==> config.mk <==
export PLATFORM = sky130hd
export DESIGN_NAME = mod_next
export DESIGN_NICKNAME = d
export VERILOG_FILES = /design/src/rtl/count_seq_checker_pkg.sv /design/src/rtl/mod_next.sv
export SDC_FILE = /design/constraint.sdc
export NUM_CORES = 1
export LEC_CHECK = 0
export ABC_AREA = 1
export CORE_AREA = 2 2 39 41
export DETAILED_ROUTE_END_ITERATION = 7
export DIE_AREA = 0 0 41 43
export GPL_ROUTABILITY_DRIVEN = 0
export PLACE_DENSITY_LB_ADDON = 0.05
export SYNTH_ARGS = -nofsm -noshare
export SYNTH_HDL_FRONTEND = slang
export SYNTH_SLANG_ARGS = --single-unit
==> constraint.sdc <==
create_clock -name vclk -period 1.98
set_input_delay 0.495 -clock vclk [all_inputs]
set_output_delay 0.495 -clock vclk [all_outputs]
set_load 0.005 [all_outputs]
==> src/rtl/count_seq_checker_pkg.sv <==
// Shared types and default constants for the counter sequence checker.
// Latency: n/a (declarations only).
// Backpressure: n/a.
package count_check_pkg;

    // Default geometry of the lab counter under test
    localparam int CNT_WIDTH   = 10;
    localparam int CNT_MODULUS = 1000;

    // Checker FSM encoding
    typedef enum logic [1:0] {
        ST_SYNC   = 2'd0,
        ST_ACQ    = 2'd1,
        ST_LOCKED = 2'd2
    } state_t;

endpackage

==> src/rtl/mod_next.sv <==
// Combinational modulo incrementer: o_next = (i_cur == MODULUS-1) ? 0 : i_cur + 1.
// Latency: zero cycles (pure combinational).
// Backpressure: none; output follows input continuously.
module mod_next
    import count_check_pkg::*;
#(
    parameter int WIDTH   = CNT_WIDTH,
    parameter int MODULUS = CNT_MODULUS
) (
    input  logic [WIDTH-1:0] i_cur,
    output logic [WIDTH-1:0] o_next
);

    // Terminal count of the sequence, sized to the bus so the compare is exact
    localparam logic [WIDTH-1:0] LAST_VAL = WIDTH'(MODULUS - 1);

    // Wrap to zero at the terminal count; otherwise a plain increment that cannot overflow
    always_comb begin
        if (i_cur == LAST_VAL) begin
            o_next = '0;
        end else begin
            o_next = i_cur + WIDTH'(1);
        end
    end

endmodule

== Word level (Yosys, flattened, before mapping) ==
Cells that the tools add are included.
Cells by class
  add/subtract/negate cells: 1
  equal/unequal tests: 1
  mux-type cells: 1
Operator list (number)
  10-bit by 1-bit adder with 10-bit output (second input constant): 1
  10-bit equality test (second input constant): 1
  10-bit two-way mux: 1
Storage, ports and cells
  bits in registers: 0
  bits of input ports: 10
  output and inout bits: 10
  word-level logic and storage cells: 3

== Longest topological paths before layout ==
  depth after elaboration: 2
  gate-level depth with buffers: 7
  gate-level depth less buffers: 7

== Worst setup path after synthesis ==
No wires, ideal clock.
  kind: input port to output port
  from: input i_cur[0]
  to: output o_next[9]
  data arrival time: 1.127 ns
  data required time: 1.485 ns
  path slack: 0.358 ns
  cell stages on the path: 6
  buffers on the path: 0
  path through: ha_1 > nand2_1 > inv_1 > nand3_4 > nand2_1 > nor2_1
Between the ends
  cells in the longest elaborated chain, start to end: 2
  elaborated cells between the ends (all ways): 3
  classes of those cells: add/sub: 1; eq/ne: 1; mux: 1
RTL lines
  start, declared: RTL line mod_next.sv:10  | input logic [WIDTH-1:0] i_cur,
  10-bit by 1-bit adder with 10-bit output or 10-bit equality test (tied branches): RTL line mod_next.sv:22, mod_next.sv:19
  10-bit two-way mux *: RTL line mod_next.sv:19  | if (i_cur == LAST_VAL) begin
  end, declared: RTL line mod_next.sv:11  | output logic [WIDTH-1:0] o_next
Mark *: on every way between the ends. The rest lies on a longest branch, timed or not.

== Worst setup path in the final report ==
  from: input i_cur[6]
  to: output o_next[7]
Same word-level chain as after synthesis.

==> flow_summary.yaml <==
run_status:
  status: "finished clean"
critical_path:
  crit_type: "primary input to output pin"
  start_kind: "primary input"
  path_max_fanout: 3
  crit_path_end_kind: "output pin"
  arrival_ns: 1.42
  worstPathCellList: "clkdlybuf4s15_2 -> nand2_2 -> buf_4 -> nor2_4 -> nand3_1 -> nand2_1 -> nor2_1 -> dlygate4sd2_1"
  crit_slowest_cell: "dlygate4sd2_1"
  slowest_delay_ns: 0.25
  crit_required_ns: 1.48
global_route:
  grt_util_all_layers_pct: 11.4
  grt_pass1_wl_um: 1500
  grt_pass1_vias: 362
  overflow: 0
  grt_max_degree: 6
  antenna_found_initial: 0
finish:
  design.seq.count: 0
  clock_buffer_count: 0
  fillers: 155
  drive_above_1_share_pct: 51.6
  stdcell_area_um2: 623
  num_antenna_cells: 0
  area_growth_pct: 121
  seqCellArea_um2: 0
  multi_input_area_um2: 305
  fin_nets: 108
  final_cells: 111
timing:
  drv_slew: 0
  final-setup-viol-count: 0
  setup_slack_ns: 0.0632
  layout_min_cycle_time_ns: 1.92
  min_period_over_period_pct: 96.8
  rsz0062_at_grt: "no"
  slew_headroom_pct: 88.3
  clock.fmax_mhz: 522
  tightestPinTransition_ns: 0.175
  finalHoldViolations: 0
  hold-worst-slack_ns: 1.38
placement:
  port-buffer-count: 20
  hpwl_um: 751
  placed_cell_area_um2: 577
  dp.cells: 105
  pre_cts_slack_ns: -0.708
detailed_routing:
  drtPass1Iterations: 2
  routedWlPerCell_um: 8.22
  ant_nets: 0
  via_per_inst: 4.14
  drc: 0
  vias: 460
  routed_wl_um: 912
  drt_iter0_drc: 2
synth:
  synth_cells: 59
  yosysWarnings: 0
  syn_nets: 70
  ys_seq_area_share_pct: 0
  synth_most_common_cell: "nor2_1"
  synth.area.top_cells: "nor2_1, nand2_1, inv_1"
  yosys.area.top_type: "nor2_1"
  yosys-top-cells-count: "nor2_1, nand2_1, inv_1, a21oi_1, nand3_1"
  synth_top_area_share_pct: 24.0
  synth_area_per_cell_um2: 4.77
  netlist_area_um2: 282
  ys_types: 13
pwr:
  seqPwrFrac_pct: 0
  peakVddDrop_v: 0.0000697
  p_comb_share_pct: 100.0
  p_leak_nw: 0.357
  p_switching_uw: 49.1
  p_int_uw: 54.2
  p_clk_share_pct: 0
  p_sw_share_pct: 47.5
  power.density_nw_per_um2: 166
floorplan:
  initial_utilization_pct: 20.3
  ios: 20
  dieWidth_um: 41
  core_um2: 1380
  die_height_um: 43
  die_area_um2: 1760
  row_count: 14
hold_path:
  hold_class: "primary input to output pin"
  hold_path_end: "o_next[5]"
  min_path_cells: 4
  hp-start: "i_cur[5]"
clocking:
  cts_hold_buf: 0
run:
  maxCapViolCount: 0
## cell families (layout without fill, tap and decap cells)
group / count (synthesis) / after routing / synth area share [%]
simple gates: 43 / 43 / 70.7
fa+ha+maj: 1 / 1 / 4.44
xor+xnor: 2 / 2 / 6.22
compound gates: 3 / 3 / 5.33
buf+inv: 10 / 46 / 13.3
## cell type report
cell class | count | area share, %
multi-input combinational | 49 | 49.0
inverter | 10 | 6.43
tap | 16 | 3.21
timing repair buffer | 36 | 41.4
## worst max-delay path, delay by kind of cell
family	cells	cell delay (ns)
buffers and inverters	3	0.59
AND/OR/NAND/NOR	5	0.33
## routing by layer
metal,share of wire [%],GRT usage (%),vias to the layer above,wire [µm]
met5,0,0,-,0
met4,0,0,0,0
met3,3.3,0,0,30
met2,49,17.8,7,448
met1,47,18.0,197,433
li1,-,-,256,-
## what timing repair did
item / CTS / global route
buffers inserted: 5 / 1
resized for setup: 64 / 13
hold endpoints to repair: 0 / 0
pin swaps: 9 / 3
endpoints found under the setup margin: 10 / 5
## power by group through the flow
stage / clock network, mW / registers (mW) / logic [mW]
detailed placement: 0 / 0 / 0.105
finish: 0 / 0 / 0.103
CTS: 0 / 0 / 0.104
global route: 0 / 0 / 0.115
floorplan: 0 / 0 / 0.0331
global placement: 0 / 0 / 0.106
## worst max path at each step
stage	slack, ns	cells after the start	end	start
CTS	0.0004	10	o_next[6]	i_cur[0]
finish	0.06	8	o_next[7]	i_cur[6]
detailed placement	-0.71	8	o_next[3]	i_cur[0]
global route	0.002	8	o_next[7]	i_cur[6]
global placement	-0.70	8	o_next[9]	i_cur[0]
floorplan	0.36	6	o_next[9]	i_cur[0]
## placed cells by master, fill, tap and decap left out, types with 2 or more instances in the layout
| cell | synthesis | layout |
|---|---|---|
| a21oi_1 | 3 | 2 |
| nand3_1 | 3 | 2 |
| clkbuf_2 | 0 | 6 |
| nand2_2 | 2 | 4 |
| dlygate4sd2_1 | 0 | 6 |
| buf_4 | 0 | 17 |
| nor2_1 | 18 | 15 |
| inv_2 | 1 | 3 |
| buf_2 | 0 | 5 |
| nand2_1 | 15 | 12 |
| nor2_4 | 1 | 5 |
| inv_1 | 9 | 6 |
| xor2_1 | 2 | 2 |
## through the flow
stage               utilization (%)  setup TNS, ns  total power, mW
finish                         45.0              0            0.103
global route                   45.0              0            0.115
CTS                            45.9              0            0.104
detailed placement             41.7          -6.83            0.105
global placement               41.7          -6.81            0.106
floorplan                         -              0           0.0331
Power figures use the tool's default switching activity.
